===== src/rtl/serial_scan_ctrl_if.sv =====
// Core-side and board-pin signals of the scan-chain sequencer, bundled for port hookup.
// Latency: none, wiring only.
// Backpressure: none; the slave modport is the sequencer, the master is core logic plus board pins.
interface serial_scan_ctrl_if #(
    parameter int NBITS = 16
);
    logic             enable;
    logic             frame_req;
    logic [NBITS-1:0] out_data_0;
    logic [NBITS-1:0] out_data_1;
    logic [NBITS-1:0] out_data_2;
    logic [NBITS-1:0] out_data_3;
    logic [NBITS-1:0] in_data_0;
    logic [NBITS-1:0] in_data_1;
    logic [NBITS-1:0] in_data_2;
    logic [NBITS-1:0] in_data_3;
    logic             in_valid;
    logic             busy;
    logic [7:0]       frame_cnt;
    logic             SRCLK;
    logic             RCLK;
    logic             SH_LDn;
    logic             SER_0;
    logic             SER_1;
    logic             SER_2;
    logic             SER_3;
    logic             QH_0;
    logic             QH_1;
    logic             QH_2;
    logic             QH_3;

    modport master (
        output enable, frame_req, out_data_0, out_data_1, out_data_2, out_data_3,
        output QH_0, QH_1, QH_2, QH_3,
        input  in_data_0, in_data_1, in_data_2, in_data_3, in_valid, busy, frame_cnt,
        input  SRCLK, RCLK, SH_LDn, SER_0, SER_1, SER_2, SER_3
    );

    modport slave (
        input  enable, frame_req, out_data_0, out_data_1, out_data_2, out_data_3,
        input  QH_0, QH_1, QH_2, QH_3,
        output in_data_0, in_data_1, in_data_2, in_data_3, in_valid, busy, frame_cnt,
        output SRCLK, RCLK, SH_LDn, SER_0, SER_1, SER_2, SER_3
    );
endinterface


===== src/rtl/serial_scan_ctrl.sv =====
// Frame sequencer driving four 74LV595 output chains and four 74LV165 input chains on one SRCLK.
// Latency: 34*DIV clk cycles from LOAD entry to the in_valid cycle; GAP+1 idle cycles between automatic frames.
// Backpressure: none; frame_req seen while busy is held in one pending bit and served on return to idle.
module serial_scan_ctrl #(
    parameter int DIV   = 2,
    parameter int GAP   = 64,
    parameter int NBITS = 16
) (
    input  logic              clk,
    input  logic              resetn,
    serial_scan_ctrl_if.slave bus
);
    localparam int CW = (DIV > 1) ? $clog2(DIV) : 1;
    localparam int GW = $clog2(GAP + 1);
    localparam int IW = $clog2(NBITS);
    localparam logic [CW-1:0] CNT_LAST = CW'(DIV - 1);
    localparam logic [GW-1:0] GAP_LOAD = GW'(GAP);
    localparam logic [IW-1:0] IDX_MSB  = IW'(NBITS - 1);

    typedef enum logic [2:0] {IDLE, LOAD, SHIFT_LO, SHIFT_HI, LATCH} state_t;

    state_t           state;
    state_t           state_nxt;
    logic [CW-1:0]    cnt;
    logic [IW-1:0]    idx;
    logic [GW-1:0]    gap;
    logic             pending;
    logic [7:0]       frame_cnt;
    logic [NBITS-1:0] out_word [4];
    logic [NBITS-1:0] out_sr   [4];
    logic [NBITS-1:0] in_sr    [4];
    logic [NBITS-1:0] in_q     [4];
    logic [3:0]       qh;
    logic [3:0]       ser;
    logic             last;
    logic             start;
    logic             in_valid;

    assign out_word[0] = bus.out_data_0;
    assign out_word[1] = bus.out_data_1;
    assign out_word[2] = bus.out_data_2;
    assign out_word[3] = bus.out_data_3;
    assign qh = {bus.QH_3, bus.QH_2, bus.QH_1, bus.QH_0};

    // Every non-idle state lasts DIV cycles; last marks the final one.
    assign last  = (cnt == CNT_LAST);
    // A frame launches from idle on an explicit or remembered request, or when the gap has run out.
    assign start = (state == IDLE) && (bus.frame_req || pending || (bus.enable && gap == '0));

    // State register.
    always_ff @(posedge clk) begin
        if (!resetn) state <= IDLE;
        else         state <= state_nxt;
    end

    // Next-state: LOAD, then 16 low/high SRCLK periods MSB first, then LATCH back to IDLE.
    always_comb begin
        state_nxt = state;
        case (state)
            IDLE:     if (start) state_nxt = LOAD;
            LOAD:     if (last)  state_nxt = SHIFT_LO;
            SHIFT_LO: if (last)  state_nxt = SHIFT_HI;
            SHIFT_HI: if (last)  state_nxt = (idx == '0) ? LATCH : SHIFT_LO;
            LATCH:    if (last)  state_nxt = IDLE;
            default:             state_nxt = IDLE;
        endcase
    end

    // Pin and strobe decode; everything is a function of registered state so reset clears it at once.
    always_comb begin
        bus.busy   = (state != IDLE);
        bus.SRCLK  = (state == SHIFT_HI);
        bus.RCLK   = (state == LATCH);
        bus.SH_LDn = (state != LOAD);
        in_valid   = (state == LATCH) && last;
        ser        = '0;
        if (state == SHIFT_LO || state == SHIFT_HI) begin
            for (int k = 0; k < 4; k++) ser[k] = out_sr[k][idx];
        end
    end

    assign bus.SER_0     = ser[0];
    assign bus.SER_1     = ser[1];
    assign bus.SER_2     = ser[2];
    assign bus.SER_3     = ser[3];
    assign bus.in_valid  = in_valid;
    assign bus.frame_cnt = frame_cnt;
    // New words appear in the in_valid cycle itself, then stay held until the next frame publishes.
    assign bus.in_data_0 = in_valid ? in_sr[0] : in_q[0];
    assign bus.in_data_1 = in_valid ? in_sr[1] : in_q[1];
    assign bus.in_data_2 = in_valid ? in_sr[2] : in_q[2];
    assign bus.in_data_3 = in_valid ? in_sr[3] : in_q[3];

    // Phase timer, bit index, request memory and inter-frame gap.
    always_ff @(posedge clk) begin
        if (!resetn) begin
            cnt     <= '0;
            idx     <= '0;
            pending <= 1'b0;
            gap     <= '0;
        end else begin
            cnt <= (state != IDLE && !last) ? cnt + CW'(1) : '0;
            if (start) idx <= IDX_MSB;
            else if (state == SHIFT_HI && last && idx != '0) idx <= idx - IW'(1);
            if (start) pending <= 1'b0;
            else if (bus.frame_req && state != IDLE) pending <= 1'b1;
            if (state == LATCH && last) gap <= GAP_LOAD;
            else if (state == IDLE && gap != '0) gap <= gap - GW'(1);
        end
    end

    // Chain shift registers: out words snapshot once at frame launch, QH sampled at end of each low phase.
    always_ff @(posedge clk) begin
        if (!resetn) begin
            for (int k = 0; k < 4; k++) begin
                out_sr[k] <= '0;
                in_sr[k]  <= '0;
            end
        end else begin
            for (int k = 0; k < 4; k++) begin
                if (start) out_sr[k] <= out_word[k];
                if (state == SHIFT_LO && last) in_sr[k] <= {in_sr[k][NBITS-2:0], qh[k]};
            end
        end
    end

    // Publish captured words and count completed frames.
    always_ff @(posedge clk) begin
        if (!resetn) begin
            for (int k = 0; k < 4; k++) in_q[k] <= '0;
            frame_cnt <= '0;
        end else if (in_valid) begin
            for (int k = 0; k < 4; k++) in_q[k] <= in_sr[k];
            frame_cnt <= frame_cnt + 8'd1;
        end
    end
endmodule

===== src/flat_wrapper.sv =====
// flat-port wrapper written by rule: the top's interface ports become plain ports
module serial_scan_ctrl_flat 
#(
    parameter int DIV   = 2,
    parameter int GAP   = 64,
    parameter int NBITS = 16
)
  (clk, resetn, bus_enable, bus_frame_req, bus_out_data_0, bus_out_data_1, bus_out_data_2, bus_out_data_3, bus_QH_0, bus_QH_1, bus_QH_2, bus_QH_3, bus_in_data_0, bus_in_data_1, bus_in_data_2, bus_in_data_3, bus_in_valid, bus_busy, bus_frame_cnt, bus_SRCLK, bus_RCLK, bus_SH_LDn, bus_SER_0, bus_SER_1, bus_SER_2, bus_SER_3);
  serial_scan_ctrl_if #(.NBITS(NBITS)) bus_i ();
  input  logic clk;
  input  logic resetn;
  input wire logic [$bits(bus_i.enable)-1:0] bus_enable;
  input wire logic [$bits(bus_i.frame_req)-1:0] bus_frame_req;
  input wire logic [$bits(bus_i.out_data_0)-1:0] bus_out_data_0;
  input wire logic [$bits(bus_i.out_data_1)-1:0] bus_out_data_1;
  input wire logic [$bits(bus_i.out_data_2)-1:0] bus_out_data_2;
  input wire logic [$bits(bus_i.out_data_3)-1:0] bus_out_data_3;
  input wire logic [$bits(bus_i.QH_0)-1:0] bus_QH_0;
  input wire logic [$bits(bus_i.QH_1)-1:0] bus_QH_1;
  input wire logic [$bits(bus_i.QH_2)-1:0] bus_QH_2;
  input wire logic [$bits(bus_i.QH_3)-1:0] bus_QH_3;
  output wire logic [$bits(bus_i.in_data_0)-1:0] bus_in_data_0;
  output wire logic [$bits(bus_i.in_data_1)-1:0] bus_in_data_1;
  output wire logic [$bits(bus_i.in_data_2)-1:0] bus_in_data_2;
  output wire logic [$bits(bus_i.in_data_3)-1:0] bus_in_data_3;
  output wire logic [$bits(bus_i.in_valid)-1:0] bus_in_valid;
  output wire logic [$bits(bus_i.busy)-1:0] bus_busy;
  output wire logic [$bits(bus_i.frame_cnt)-1:0] bus_frame_cnt;
  output wire logic [$bits(bus_i.SRCLK)-1:0] bus_SRCLK;
  output wire logic [$bits(bus_i.RCLK)-1:0] bus_RCLK;
  output wire logic [$bits(bus_i.SH_LDn)-1:0] bus_SH_LDn;
  output wire logic [$bits(bus_i.SER_0)-1:0] bus_SER_0;
  output wire logic [$bits(bus_i.SER_1)-1:0] bus_SER_1;
  output wire logic [$bits(bus_i.SER_2)-1:0] bus_SER_2;
  output wire logic [$bits(bus_i.SER_3)-1:0] bus_SER_3;
  assign bus_i.enable = bus_enable;
  assign bus_i.frame_req = bus_frame_req;
  assign bus_i.out_data_0 = bus_out_data_0;
  assign bus_i.out_data_1 = bus_out_data_1;
  assign bus_i.out_data_2 = bus_out_data_2;
  assign bus_i.out_data_3 = bus_out_data_3;
  assign bus_i.QH_0 = bus_QH_0;
  assign bus_i.QH_1 = bus_QH_1;
  assign bus_i.QH_2 = bus_QH_2;
  assign bus_i.QH_3 = bus_QH_3;
  assign bus_in_data_0 = bus_i.in_data_0;
  assign bus_in_data_1 = bus_i.in_data_1;
  assign bus_in_data_2 = bus_i.in_data_2;
  assign bus_in_data_3 = bus_i.in_data_3;
  assign bus_in_valid = bus_i.in_valid;
  assign bus_busy = bus_i.busy;
  assign bus_frame_cnt = bus_i.frame_cnt;
  assign bus_SRCLK = bus_i.SRCLK;
  assign bus_RCLK = bus_i.RCLK;
  assign bus_SH_LDn = bus_i.SH_LDn;
  assign bus_SER_0 = bus_i.SER_0;
  assign bus_SER_1 = bus_i.SER_1;
  assign bus_SER_2 = bus_i.SER_2;
  assign bus_SER_3 = bus_i.SER_3;
  serial_scan_ctrl #(.DIV(DIV), .GAP(GAP), .NBITS(NBITS)) u_core (.clk(clk), .resetn(resetn), .bus(bus_i));
endmodule

===== config.mk =====
export PLATFORM = sky130hd
export DESIGN_NAME = serial_scan_ctrl_flat
export DESIGN_NICKNAME = d
export VERILOG_FILES = /design/src/rtl/serial_scan_ctrl_if.sv /design/src/rtl/serial_scan_ctrl.sv /design/src/flat_wrapper.sv
export SDC_FILE = /design/constraint.sdc
export NUM_CORES = 1
export LEC_CHECK = 0
export BUFFER_PORTS_ARGS = -buffer_cell sky130_fd_sc_hd__buf_2
export CAP_MARGIN = 20
export CORE_AREA = 5 5 154 156
export CTS_CLUSTER_SIZE = 28
export DETAILED_ROUTE_END_ITERATION = 6
export DIE_AREA = 0 0 159 161
export PLACE_DENSITY_LB_ADDON = 0.2
export SYNTH_ARGS = -nofsm -noshare
export SYNTH_HDL_FRONTEND = slang
export SYNTH_SLANG_ARGS = --single-unit

===== constraint.sdc =====
create_clock -name clk -period 13.3 [get_ports clk]
set_clock_uncertainty 0.05 [all_clocks]
set_input_delay 0.665 -clock clk [delete_from_list [all_inputs] [get_ports clk]]
set_output_delay 0.665 -clock clk [all_outputs]
set_load 0.05 [all_outputs]

==> results.md <==
* Routed length on met2 at 8.933 mm
* Worst hold margin at slightly below 0.4 ns
* Die ar. at 25,600 sq um
* Width of the chip at 159 um
* Met1 layer wirelength in the final routing at 9.004 mm
* Post-synthesis instance area at 9759 sq um
* Share of total power in sequential cells at 0.508
* Net count of the mapped netlist at 881
* Length of routed met3 wiring at 1.374 mm
* Type of the tightest min-delay check: input pin to flop
* Simple-gate area share of the yosys netlist at 0.2413
* P_leak at 5.037 nW
* Std cell rows at 55
* Fraction of power consumed by combinational cells at 0.138
* Highest layer used for signal routing: met4
* Via count of the first global-routing pass at 6,289
* Critical Path AT at 3.75 ns
* Primary flip-flop cell chosen by synthesis mapping: sky130_fd_sc_hd__edfxtp_1
* Global-route wire length before repair at 32.63 mm
* Final core occ at 0.5112
* Last weighted congestion value of the routability-driven placer at 0.7732
* Area fraction of the dominant cell type after synthesis at 0.5908
* Startpoint types: flop
* Combinational family with the most area after synthesis: simple AND/OR/NAND/NOR gates
* Total number of vias at just over 6,000
* CTS clk-pin slew, worst paths at 0.06 ns
* Overall routing resource usage at 0.1510
* Compound-gate portion of the synthesized area at 0.02026
* Fillers at between 2,000 and 2,500
* Placed wire-length estimate after detailed placement at 12.03 mm
* Power density of the placed cells at 151.8 nW/um^2
* Die outline height at 161 um
* Final Hold Violating Endpoints at 0
* Number of design rule violations left after detail routing at 0
* Largest net degree at the start of global routing at 91
* Relative area change from synthesis to final layout at 16.44%
* Transition time of the tightest slew-check pin at 0.9675 ns
* Setup violations, final at 0
* Quantity of hold-fixing buffers added after cts at 0
* Clock insertion delay at the later pin of the skew report at 0.50 ns
* Xor and xnor fraction of the mapped netlist area at 0.01256
* Average instance area after synthesis at ~12 sq um
* Switching portion of total power at 0.2546
* Final max-slew violation count at 0
* I/O pin total at 153
* Final min period at around 4.5 ns
* Critical Path RT at 12.59 ns
* First-pass iteration count of the detailed router at 4
* Largest vdd supply drop at 77.08 uV
* # clock sinks at about 220
* Seq cells post-synth at between 200 and 250
* Global-route congestion overflow total at 0
* Arithmetic-cell share of the synthesized area counting full adders, half adders and majority gates at 0.005128
* Final routed wirelength across all metal layers at 19.66 mm
* Initial drt markers at 396
* TNS Setup at 0 ns
* Timing-limited maximum frequency at 224.1 MHz
* Number of enable-type register cells in the synthesized netlist at 192
* Setup repair after global routing missed its margin: no
* Max-Slew Margin vs Limit at 0.3550
* Yosys synthesis warning count at 0
* Cell variety after synth at between 50 and 60
* Antenna violations before repair at 0
* Mux cell area share after synthesis at 0.04526
* Count of mapped cells out of synthesis at 805
* Library cell with the largest summed area after synthesis: sky130_fd_sc_hd__edfxtp_1
* Final ANT Viol Nets at 0
* Wire per inst at 15.93 um
* Vias per Instance at 5.000
* Fraction of final layout cells sized beyond drive strength 1 at 0.2202
* Cts bufs inserted at 23
* Clock tree from TritonCTS: done
* Outcome: completed
* Kind of end point of the critical path: output port
* Share of synthesized area occupied by flip-flops and latches at 0.6400
* Cells taking the most area after synthesis: sky130_fd_sc_hd__edfxtp_1, sky130_fd_sc_hd__and2_1, sky130_fd_sc_hd__nand2_1, sky130_fd_sc_hd__dfxtp_1, sky130_fd_sc_hd__and3_1
* Top-count cell post-synth: sky130_fd_sc_hd__nand2_1
* Post-CTS setup-driven buffer insertion count at 0
* Final period util at 0.3356
* Ys async rst share at 0
* Portion of total power attributed to the clock network at 0.354
* Reported net switching power at roughly 0.44 mW
* H-tree depth at 1
* Crit Path Max Fanout at 90
* IO Port Bufs at about 150
* Fin nets at approximately 1,000
* Clock buffer depth at 3
* Initial cell density of the core at 0.4391
* Number of diodes at 0
* Max_cap viols at 0
* Cell chosen for the clock root: sky130_fd_sc_hd__clkbuf_16
* Number of resized instances in the post-cts repair step at 0
* Most used standard cells in the synthesized netlist: sky130_fd_sc_hd__nand2_1, sky130_fd_sc_hd__edfxtp_1, sky130_fd_sc_hd__and2_1
* Crit Path Class: flop to output port
* Internal power consumption at 1.286 mW
* Area of the core at 22,230 sq um
-- layer usage --
metal,up-vias,GRT usage
li1,3050,-
met1,2942,0.2069
met2,156,0.2454
met3,22,0.03930
met4,0,0.03180
met5,-,0.003788
-- power by group through the flow --
stage / Clock, mW / Combinational (mW) / Sequential (mW)
2_1_floorplan: 0 / 0.213 / 0.860
5_1_grt: 0.653 / 0.265 / 0.886
3_3_place_gp: 0 / 0.240 / 0.888
3_5_place_dp: 0 / 0.243 / 0.891
6_report: 0.611 / 0.239 / 0.876
4_1_cts: 0.625 / 0.244 / 0.877
-- flip-flops by register name, summed over array words and instances, names as in the netlist --
| register | cells |
|---|---|
| u_core.state | 3 |
| u_core.in_sr | 64 |
| u_core.out_sr | 64 |
| u_core.pending | 1 |
| u_core.bus.frame_cnt | 8 |
| u_core.idx | 4 |
| u_core.in_q | 64 |
| u_core.gap | 7 |
| u_core.cnt | 1 |
-- path summary, 6_finish.rpt --
kind,slack (ns),start,to,depth (start not counted)
setup / recovery,8.84,u_core.state[0],bus_in_data_3[9],8
hold / removal,0.39,bus_out_data_3[2],u_core.out_sr[0][50],2
setup reg to reg,9.87,u_core.state[0],u_core.in_q[3][8],6
hold reg to reg,0.45,u_core.gap[6],u_core.gap[6],2
-- placed cells by master (no fill, tap or decap), types with 3 or more instances in the layout --
master / instances
sky130_fd_sc_hd__nand2_1: 204
sky130_fd_sc_hd__xnor2_1: 5
sky130_fd_sc_hd__nand2b_1: 3
sky130_fd_sc_hd__clkbuf_1: 8
sky130_fd_sc_hd__clkbuf_16: 23
sky130_fd_sc_hd__mux4_1: 11
sky130_fd_sc_hd__ha_1: 4
sky130_fd_sc_hd__nand3_1: 4
sky130_fd_sc_hd__buf_2: 152
sky130_fd_sc_hd__clkinv_2: 3
sky130_fd_sc_hd__buf_4: 7
sky130_fd_sc_hd__mux4_2: 4
sky130_fd_sc_hd__nor2b_1: 3
sky130_fd_sc_hd__edfxtp_1: 192
sky130_fd_sc_hd__nand4_1: 4
sky130_fd_sc_hd__inv_1: 8
sky130_fd_sc_hd__nor2_1: 20
sky130_fd_sc_hd__nor3_1: 3
sky130_fd_sc_hd__and3_1: 66
sky130_fd_sc_hd__a21oi_1: 10
sky130_fd_sc_hd__xor2_1: 9
sky130_fd_sc_hd__clkbuf_8: 4
sky130_fd_sc_hd__dfxtp_1: 24
sky130_fd_sc_hd__and2_1: 131
sky130_fd_sc_hd__o22ai_1: 3
sky130_fd_sc_hd__mux2i_1: 4
-- final cells by class --
| type | count | area, sq um | area share |
|---|---|---|---|
| Timing Repair Buffer | 159 | 813.3 | 0.07157 |
| Clock buffer | 35 | 660.6 | 0.05814 |
| Clock inverter | 6 | 55.05 | 0.004845 |
| Inverter | 9 | 35.03 | 0.003083 |
| Multi-Input combinational cell | 524 | 3197 | 0.2813 |
| Tap cell | 285 | 356.6 | 0.03138 |
| Sequential cell | 216 | 6246 | 0.5497 |
-- through the flow --
| stage | power (mW) | setup WS [ns] | area [sq um] | std cells |
|---|---|---|---|---|
| 6_report | 1.725 | 8.837 | 11360 | 1234 |
| 5_1_grt | 1.804 | 8.451 | 11360 | 1234 |
| 4_1_cts | 1.747 | 8.796 | 11360 | 1234 |
| 3_5_place_dp | 1.134 | 9.320 | 10650 | 1193 |
| 3_3_place_gp | 1.128 | 9.358 | 10650 | 1193 |
| 2_1_floorplan | 1.074 | 7.226 | 9759 | 805 |
-- logic make-up (layout without fill, tap and decap cells) --
kind of cell             count (synthesis)  count (layout)
AO/OA/AOI/OAI                           29              29
XOR/XNOR                                14              14
adder cells (fa/ha/maj)                  4               4
buffers and inverters                   65             209
flip-flops                             216             216
multiplexers                            21              21
AND/OR/NAND/NOR                        456             456
-- critical path, cell delays in order, from the launching register on --
cell and delay, ns:
sky130_fd_sc_hd__dfxtp_1 0.67, sky130_fd_sc_hd__nor3b_4 0.11, sky130_fd_sc_hd__nand2_2 0.09, sky130_fd_sc_hd__buf_4 0.60
sky130_fd_sc_hd__clkinv_2 0.68, sky130_fd_sc_hd__buf_4 0.56, sky130_fd_sc_hd__nand2_1 0.16, sky130_fd_sc_hd__nand2_1 0.07
sky130_fd_sc_hd__buf_2 0.21
Note: power is estimated with default switching activity, not from simulation.
